**config.mk**
```make
export PLATFORM = sky130hd
export DESIGN_NAME = fetch_unit
export DESIGN_NICKNAME = d
export VERILOG_FILES = /design/src/rtl/fetch_unit.sv
export SDC_FILE = /design/constraint.sdc
export NUM_CORES = 1
export LEC_CHECK = 0
export CAP_MARGIN = 5
export CORE_MARGIN = 10
export CORE_UTILIZATION = 39
export DETAILED_ROUTE_END_ITERATION = 16
export GPL_ROUTABILITY_DRIVEN = 1
export PLACE_DENSITY = 0.83
export SLEW_MARGIN = 30
export SYNTH_ARGS = -nofsm -noshare
export SYNTH_HDL_FRONTEND = slang
export SYNTH_SLANG_ARGS = --single-unit
export TNS_END_PERCENT = 1
```
**constraint.sdc**
```tcl
create_clock -name clk -period 2.4 [get_ports clk]
set_input_delay 0.24 -clock clk [delete_from_list [all_inputs] [get_ports clk]]
set_output_delay 0.24 -clock clk [all_outputs]
set_load 0.02 [all_outputs]
```
**src/rtl/fetch_unit.sv**
```systemverilog
// PC register and single-outstanding instruction fetch stage. Holds one fetched
// instruction for decode and squashes in-flight fetches on redirect.
module fetch_unit #(
  parameter int                 XLEN     = 32,
  parameter logic [XLEN-1:0]    RESET_PC = 32'h0000_0000,
  parameter logic [XLEN-1:0]    NOP_INST = 32'h0000_0013
) (
  input  logic            clk,
  input  logic            rst,
  input  logic [XLEN-1:0] pc_next_i,
  input  logic            redirect_i,
  output logic [XLEN-1:0] pc_plus4_o,
  output logic            imem_req_valid_o,
  output logic [XLEN-1:0] imem_req_addr_o,
  input  logic            imem_req_ready_i,
  input  logic            imem_rsp_valid_i,
  input  logic [XLEN-1:0] imem_rsp_data_i,
  output logic            inst_valid_o,
  output logic [XLEN-1:0] inst_o,
  output logic [XLEN-1:0] inst_pc_o,
  input  logic            inst_ready_i
);

  typedef enum logic [1:0] {S_IDLE, S_REQ, S_WAIT, S_HOLD} state_t;

  state_t          state, state_n;
  logic [XLEN-1:0] pc_q, pc_n;
  logic [XLEN-1:0] inst_q, inst_n;
  logic            vld_q, vld_n;
  logic            drop, drop_n;
  logic [XLEN-1:0] pc_load;

  assign pc_load = {pc_next_i[XLEN-1:2], 2'b00};

  always_ff @(posedge clk or posedge rst) begin
    if (rst) begin
      state  <= S_IDLE;
      pc_q   <= RESET_PC;
      inst_q <= NOP_INST;
      vld_q  <= 1'b0;
      drop   <= 1'b0;
    end else begin
      state  <= state_n;
      pc_q   <= pc_n;
      inst_q <= inst_n;
      vld_q  <= vld_n;
      drop   <= drop_n;
    end
  end

  always_comb begin
    state_n = state;
    pc_n    = pc_q;
    inst_n  = inst_q;
    vld_n   = vld_q;
    drop_n  = drop;
    // Redirect outranks every accept; the held instruction is squashed.
    if (redirect_i && state != S_IDLE) begin
      pc_n   = pc_load;
      inst_n = NOP_INST;
      vld_n  = 1'b0;
    end
    case (state)
      S_IDLE: state_n = S_REQ;
      S_REQ: begin
        if (imem_req_ready_i) begin
          state_n = S_WAIT;
          // The old-address request is already in flight; its data must be dropped.
          if (redirect_i) drop_n = 1'b1;
        end
      end
      S_WAIT: begin
        if (redirect_i) begin
          if (imem_rsp_valid_i) begin
            state_n = S_REQ;
            drop_n  = 1'b0;
          end else begin
            drop_n  = 1'b1;
          end
        end else if (imem_rsp_valid_i) begin
          if (drop) begin
            drop_n  = 1'b0;
            state_n = S_REQ;
          end else begin
            inst_n  = imem_rsp_data_i;
            vld_n   = 1'b1;
            state_n = S_HOLD;
          end
        end
      end
      S_HOLD: begin
        if (redirect_i) begin
          state_n = S_REQ;
        end else if (vld_q && inst_ready_i) begin
          pc_n    = pc_load;
          inst_n  = NOP_INST;
          vld_n   = 1'b0;
          state_n = S_REQ;
        end
      end
      default: state_n = S_IDLE;
    endcase
  end

  assign pc_plus4_o       = pc_q + XLEN'(4);
  assign imem_req_valid_o = (state == S_REQ);
  assign imem_req_addr_o  = pc_q;
  assign inst_valid_o     = vld_q;
  assign inst_o           = inst_q;
  assign inst_pc_o        = pc_q;

endmodule

```
======== After elaboration in Yosys (flattened, before gate mapping) ========
Index checks and enable logic that the tools add are counted.
word-level totals
  bits in registers ....................... 68
  input port bits ......................... 70
  output and inout bits ................... 130
  word-level logic and storage cells ...... 53
cells by class
  $add $sub $neg .......................... 1
  equal/unequal tests ..................... 8
  muxes and demuxes ....................... 32
  reduce and logical (&&, ||, !) cells .... 7
operators by type and width
  kind                     number
  $mux W32                 10
  $pmux W32 S2             1
  $add A32 B3 Y32 const B  1
  $mux W2                  7
  $mux W1                  11
  $pmux W2 S4              1
  $ne A3 B3 Y1 const B     2
  $eq A2 B2 Y1 const B     2
  $ne A2 B2 Y1 const B     2
  $pmux W1 S2              2
  $reduce_and A4 Y1        1
  $reduce_bool A2 Y1       2
  $reduce_and A3 Y1        1
  $eq A2 B1 Y1 const B     1
  $logic_and A1 B1 Y1      2
  $logic_not A2 Y1         1
  $ne A2 B1 Y1 const B     1

======== Longest topological paths before layout ========
Gate-level depths: netlist of the first run.
  depth after elaboration ................. 7
  gate-level depth with buffers ........... 8
  gate-level depth less buffers ........... 6

======== Worst setup path before layout of the first run ========
Ideal clock, no wire load.
  path type ............................... register to output
  from .................................... register pc_q[3], in the netlist imem_req_addr_o[3]
  to ...................................... output port pc_plus4_o[28]
  arrival ................................. 1.763 ns
  setup slack ............................. 0.397 ns
  cell stages (with the launch flop) ...... 6
  cell sequence ........................... dfrtp_1 ha_1 nand3_1 nor3_4 nand4_1 xnor2_1
between the ends
  cells in the longest elaborated chain, start to end .. 1
RTL lines
  element                 RTL line  source
  from (decl)             27        logic [XLEN-1:0] pc_q, pc_n;
  from (signal assigned)  44        pc_q <= pc_n;
  $add A32 B3 Y32         105       assign pc_plus4_o = pc_q + XLEN'(4);
  to (decl)               12        output logic [XLEN-1:0] pc_plus4_o,
Every way passes these cells.

======== Worst setup path after layout of the first run ========
  from .................................... register pc_q[13], in the netlist imem_req_addr_o[13]
  to ...................................... output port pc_plus4_o[25]
Same word-level chain as after synthesis.

==> results of run 1 <==
[cells in the final DEF, fill, tap and decap left out, types with 2 or more instances in the layout]
master and count:
a22o_1 29, nand2_1 15, nand3_1 20, clkdlybuf4s50_1 174, nor2_1 3, mux2_1 3, nand4_1 7, buf_12 2
clkbuf_1 2, xnor2_1 23, xor2_1 5, and4_1 2, o22ai_1 3, clkbuf_2 11, bufinv_16 2, nor3_4 2
buf_4 35, ha_1 6, dlygate4sd2_1 7, and3_1 7, nand2b_1 2, dfstp_2 3, mux2_2 27, a21oi_1 2
mux2i_1 2, dlymetal6s2s_1 3, o21ai_0 3, nand3_2 3, inv_1 6, clkbuf_8 10, dfrtp_1 65
[report_power, final]
group          internal, mW  leakage, nW  switching, mW
Clock                 0.613        0.107          0.413
Combinational          2.10         1.54           2.32
Sequential             1.45        0.863          0.284
[kinds of logic after synthesis]
logic type                 Yosys count  share of synthesized area (%)
AOI/OAI and AO/OA                   41                           9.46
xor gates and xnor gates            28                           7.02
adders and majority gates            6                           2.15
buffers and inverters               51                           9.93
DFF                                 68                           48.9
muxes                               32                           10.3
and+or+nand+nor                     70                           12.3
[area by class of cell]
cell class / instances / area share [%]
clock buffer: 12 / 2.52
tap: 108 / 2.35
inverter: 7 / 0.456
sequential: 68 / 29.6
multi-input combinational: 177 / 25.3
clock inverter: 4 / 1.26
timing repair buffer: 234 / 38.5
[synthesized netlist by cell type (3+ instances only)]
cell type | instances | area [sq um]
a22o_1 | 29 | 254
o21ai_0 | 3 | 15.0
dfstp_2 | 3 | 78.8
ha_1 | 6 | 75.1
o22ai_1 | 3 | 18.8
nand2_1 | 15 | 56.3
inv_1 | 7 | 26.3
nand4_1 | 7 | 43.8
buf_2 | 4 | 20.0
xnor2_1 | 23 | 201
mux2_1 | 3 | 33.8
mux2_2 | 27 | 304
and3_1 | 7 | 43.8
dfrtp_1 | 65 | 1630
xor2_1 | 5 | 43.8
nor2_1 | 3 | 11.3
nand3_1 | 21 | 105
buf_4 | 38 | 285
[routing by layer]
| metal | vias up | global-route usage, % | routed length [um] |
|---|---|---|---|
| met5 | - | 0 | 0 |
| met1 | 1447 | 18.6 | 4550 |
| met2 | 187 | 27.3 | 5130 |
| li1 | 1422 | - | - |
| met4 | 0 | 6.77 | 241 |
| met3 | 19 | 9.85 | 1790 |
[per-stage QoR]
step	instances	worst slack (ns)	cell area [sq um]	util, %
after global placement	591	0.0327	5560	63.7
final	610	0.0814	5760	66.1
after global routing	610	-0.0801	5760	66.1
after CTS	610	0.00382	5790	66.4
after detailed placement	591	0.0506	5570	63.8
after floorplan	296	0.397	3490	-
[registers in the layout, indices dropped and copies added, names as in the netlist]
register / cells
imem_req_addr_o: 32
inst_o: 32
state: 2
drop: 1
inst_valid_o: 1
[worst max-delay path: stages, from the launching register on]
cell	delay [ns]
dfrtp_1	0.39
nand3_2	0.14
nor4_4	0.41
buf_4	0.21
nand4_1	0.13
xnor2_1	0.17
clkdlybuf4s15_2	0.30
[final timing paths]
check                                                 to  slack, ns  cells after the start
max                                       pc_plus4_o[25]       0.08                      6
max reg2reg                imem_req_addr_o[11]$_DFF_PP0_       0.32                      6
min                                 inst_o[14]$_DFF_PP0_       0.20                      2
max in group asynchronous  imem_req_addr_o[10]$_DFF_PP0_       1.66                      3
min reg2reg                         inst_o[18]$_DFF_PP0_       0.50                      1
min in group clk                     inst_o[1]$_DFF_PP1_       0.45                      3
[repair_timing]
action	4_1_cts	5_1_grt
setup buffers	3	0
endpoints found under the setup margin	21	17
hold buffers	0	0
gates resized for setup	23	29
pin swaps	1	0
==> results by group, run 1 <==
STA
  – Clock skew: approximately 0.010 ns
  – WHS: approximately 0.20 ns
  – Slew Limit Headroom: 51.5%
  – Period utilisation layout: 96.6%
  – Final Hold Vio Count: 0
  – Setup violators final: 0
  – Final Max Slew Viols: 0
  – Min cycle time layout: 2.32 ns
  – Worst-Margin Slew: 0.725 ns
  – Setup TNS: 0 ns
  – Unrepaired setup endpoints after global routing: true
  – Peak Freq: approximately 0.43 GHz

Detailed routing
  – Detailed Route WL: around 12 mm
  – ANT nets after route: 0
  – DR iter-0 viols: 69
  – Drt via density: about 5.0
  – Drt drc: 0
  – WL per Instance: approximately 19 um
  – Total vias in the final route: approximately 3000
  – DR pass1 iterations: 4

Clock tree
  – Longest Clk Path Bufs: 2
  – H-tree levels: 3
  – # clock sinks: 68
  – Clk root buf: clkbuf_8
  – CTS tree: done
  – Clock-pin transition on the worst setup and hold timing paths: approximately 0.08 ns
  – CTS buffer count: 9
  – Clk_lat worst skew: between 0.3 and 0.4 ns

Synth
  – Post-synth EDFFs: 0
  – Synthesized flop and latch total: 68
  – Sequential area share after synthesis: roughly half
  – Synth cell types: 39
  – Avg Synthesized Cell Area: approximately 12 sq um
  – Post-synth top flop: dfrtp_1
  – Synth Net Count: 372
  – Synthesized area: between 3000 and 4000 sq um
  – Post-synth ARST share: 100%
  – Post-Syn Instances: a little under 300
  – YS warnings: 0

Critical path
  – Arrival @ worst endpoint: around 2.1 ns
  – Reg-to-reg startpoint: state[0]$_DFFE_PP0P_
  – CP Launch Type: flop
  – Worst Path Max Fanout: 5
  – Worst path required time: ~2.2 ns
  – Critical Path Source: imem_req_addr_o[13]$_DFF_PP0_
  – Critical path endpoint category: primary output
  – Crit path kind: reg2out

Place
  – Port bufs: around 200
  – Placer Congestion: around 0.86
  – Detail Placement HPWL: about 9.5 mm

Power
  – Overall Power: 7.17 mW
  – Pwr Density: between 1000 and 1500 nW/um^2
  – Pleak: roughly 2.5 nW
  – Max VDD drop: roughly 0.52 mV

GRT
  – First-pass GRT wire length: roughly 18 mm
  – Antenna violations before repair: 0
  – Gr ovfl total: 0
  – Number of global-route vias before repair: between 3000 and 4000
  – Largest net degree at the start of global routing: 33
  – Total Routing Usage GR: 17.2%

Floorplanning
  – Die height: 115 um
  – Core Box Area: 8720 sq um
  – Die width: 115 um
  – # rows: 34
  – DIE AREA: approximately 13000 sq um
  – Initial core utilization: between 40% and 50%
  – Ports: 200

Cells and area
  – Fill cells: 670
  – Final Net Count: about 570
  – Antenna diodes: 0
  – Area of the multi-input gates: 1460 sq um
  – Share of cells above drive strength 1: a little over a fifth
  – P&R area growth vs syn: 65.1%
  – Reg area: between 1500 and 2000 sq um

Status
  – Run status: completed

Flow run
  – Max-Cap Viols: 0

Hold path
  – Worst hold path type: in2async
Note: power is estimated with default switching activity, not from simulation.
==> run 2, diff against run 1 <==
clock period = 2.35 ns   (was 2.4 ns; I/O delays follow)
==> run 2 against run 1 <==
Effect of this change:
- die area did not move
- first-iteration DRC count rose by 65%
- non-clock buffer count down 1
- clock power hardly changed
- core utilization fell by 0.30 points
- largest cell class unchanged
==> results by group, run 2 (synthesis gave the netlist of run 1 again) <==
Cells and area
  – Final Net Count: 572 (-0.17%)
  – Leading cell type in the layout, fill and taps excluded: clkdlybuf4s50_1
  – Antenna diodes: 0 (unchanged)
  – Fill cells: 661 (-1.3%)
  – Most frequent cells in the layout: 174 x clkdlybuf4s50_1, 65 x dfrtp_1, 34 x buf_4
  – Share of cells above drive strength 1: 21.8% (+0.64 points)
  – P&R area growth vs syn: 64.3%

Clock tree
  – Clock-pin transition on the worst setup and hold timing paths: 0.07 ns (about the same)
  – Clk root buf: clkbuf_8
  – CTS buffer count: 9 (unchanged)
  – Clk_lat worst skew: 0.34 ns (about the same)
  – # clock sinks: 68 (unchanged)
  – Longest Clk Path Bufs: 2 (unchanged)
  – Cts hold-fix bufs: 0 (unchanged)
  – CTS tree: done
  – H-tree levels: 3 (unchanged)

Power
  – Pleak: 2.51 nW (-0.16%)
  – Pwr Density: 1280 nW/um^2 (+2.7%)
  – Max VDD drop: 0.631 mV (+21%)

GRT
  – Antenna violations before repair: 0 (unchanged)
  – Total Routing Usage GR: 17.4% (+0.13 points)
  – Number of global-route vias before repair: 3338 (-3.9%)
  – Gr ovfl total: 0 (unchanged)
  – Largest net degree at the start of global routing: 69 (+110%)
  – First-pass GRT wire length: 18.1 mm (+0.31%)

Detailed routing
  – DR iter-0 viols: 114 (+65%)
  – ANT nets after route: 0 (unchanged)
  – Total vias in the final route: 3079 (+0.13%)
  – DR pass1 iterations: 4 (unchanged)
  – WL per Instance: 19.4 um (+1.3%)
  – Detailed Route WL: 11.8 mm (+1.1%)
  – Drt via density: 5.06 (+0.29%)
  – Drt drc: 0 (unchanged)

STA
  – Period utilisation layout: about 100%
  – Setup TNS: 0 ns (unchanged)
  – Worst-Margin Slew: 0.744 ns (+0.0185 ns)
  – Final Hold Vio Count: 0 (unchanged)
  – Min cycle time layout: about 2.3 ns
  – Unrepaired setup endpoints after global routing: true
  – Final Max Slew Viols: 0 (unchanged)
  – Clock skew: 0.0106 ns (+0.000505 ns)
  – Peak Freq: between 0.4 and 0.5 GHz
  – WHS: 0.286 ns (+0.0823 ns)
  – Setup violators final: 0 (unchanged)
  – Slew Limit Headroom: 50.3% (-1.2 points)

Critical path
  – Worst Path Max Fanout: 5 (unchanged)
  – Crit path kind: reg2out
  – CP bufs+invs: 2 (unchanged)
  – Critical path endpoint category: primary output
  – Crit-path leading delay family: simple AND/OR/NAND/NOR gates
  – Worst path required time: 2.12 ns (-0.04 ns)
  – Arrival @ worst endpoint: 2.06 ns (-0.02 ns)
  – Critical path, cell by cell: nand3_2 > nor4_4 > buf_4 > nand3_1 > xnor2_1 > clkdlybuf4s15_1
  – CP max-delay cell: nor4_4
  – CP peak stage delay: 0.41 ns (about the same)
  – CP Launch Type: flop

Floorplanning
  – DIE AREA: 13100 sq um (unchanged)
  – Die width: 115 um (unchanged)
  – Initial core utilization: 40.0% (unchanged)
  – Die height: 115 um (unchanged)
  – Core Box Area: 8720 sq um (unchanged)
  – # rows: 34 (unchanged)
  – Ports: 200 (unchanged)

Place
  – Placer Congestion: 0.909 (+5.7%)
  – Detail Placement HPWL: 9.46 mm (-0.35%)
  – Port bufs: 197 (unchanged)

Flow run
  – Max-Cap Viols: 0 (unchanged)

Status
  – Run status: completed

Hold path
  – Worst hold path type: in2async
==> run 2: metrics by stage <==
step / utilization [%] / cell area (sq um) / setup WS [ns] / power [mW] / cells
final: 65.8 / 5740 / 0.0566 / 7.33 / 609
after global routing: 65.8 / 5740 / -0.0933 / 7.72 / 609
after CTS: 66.3 / 5780 / -0.0859 / 7.43 / 609
after detailed placement: 63.8 / 5570 / 0.0696 / 6.49 / 591
after global placement: 63.7 / 5560 / 0.0234 / 6.39 / 591
after floorplan: - / 3490 / 0.352 / 4.34 / 296
==> run 2: final timing paths <==
check,slack [ns],start,end,cells past startpoint
setup / recovery,0.06,imem_req_addr_o[13]$_DFF_PP0_,pc_plus4_o[24],6
hold / removal,0.29,rst,inst_o[29]$_DFF_PP0_,3
setup reg to reg,0.21,state[0]$_DFFE_PP0P_,imem_req_addr_o[11]$_DFF_PP0_,6
hold reg to reg,0.50,inst_o[7]$_DFF_PP0_,inst_o[7]$_DFF_PP0_,1
max in group asynchronous,1.77,rst,inst_o[4]$_DFF_PP1_,3
min in group clk,0.42,imem_rsp_data_i[4],inst_o[4]$_DFF_PP1_,3
==> run 2: cell type report <==
class | instances | area, sq um | area share [%]
clock buffer | 12 | 145 | 2.53
clock inverter | 4 | 72.6 | 1.27
inverter | 7 | 26.3 | 0.458
multi-input combinational | 177 | 1460 | 25.5
sequential | 68 | 1710 | 29.7
tap | 108 | 135 | 2.36
timing repair buffer | 233 | 2190 | 38.2
==> run 2: report_power, final <==
part | switching [mW] | leakage, nW | internal (mW)
Sequential | 0.305 | 0.863 | 1.48
Clock | 0.427 | 0.107 | 0.626
Combinational | 2.37 | 1.54 | 2.12
==> run 2: repair_timing <==
| item | in CTS | in global routing |
|---|---|---|
| endpoints found under the setup margin | 21 | 20 |
| setup buffers | 2 | 0 |
| resized for setup | 24 | 36 |
| pin swaps | 1 | 1 |
==> run 2: routing by layer <==
layer / global-route usage (%) / vias to the layer above / share of wire [%]
met5: 0 / - / 0
met4: 5.35 / 0 / 1.2
met3: 10.6 / 9 / 15
met2: 27.7 / 180 / 45
met1: 18.7 / 1474 / 39
li1: - / 1416 / -
==> run 2: worst reg2reg max path, delay by kind of cell, from the launching register on <==
family	cells	cell delay, ns
buffers and inverters	2	0.44
DFF	1	0.41
and+or+nand+nor	2	0.45
adders and majority gates	1	0.32
muxes	1	0.39
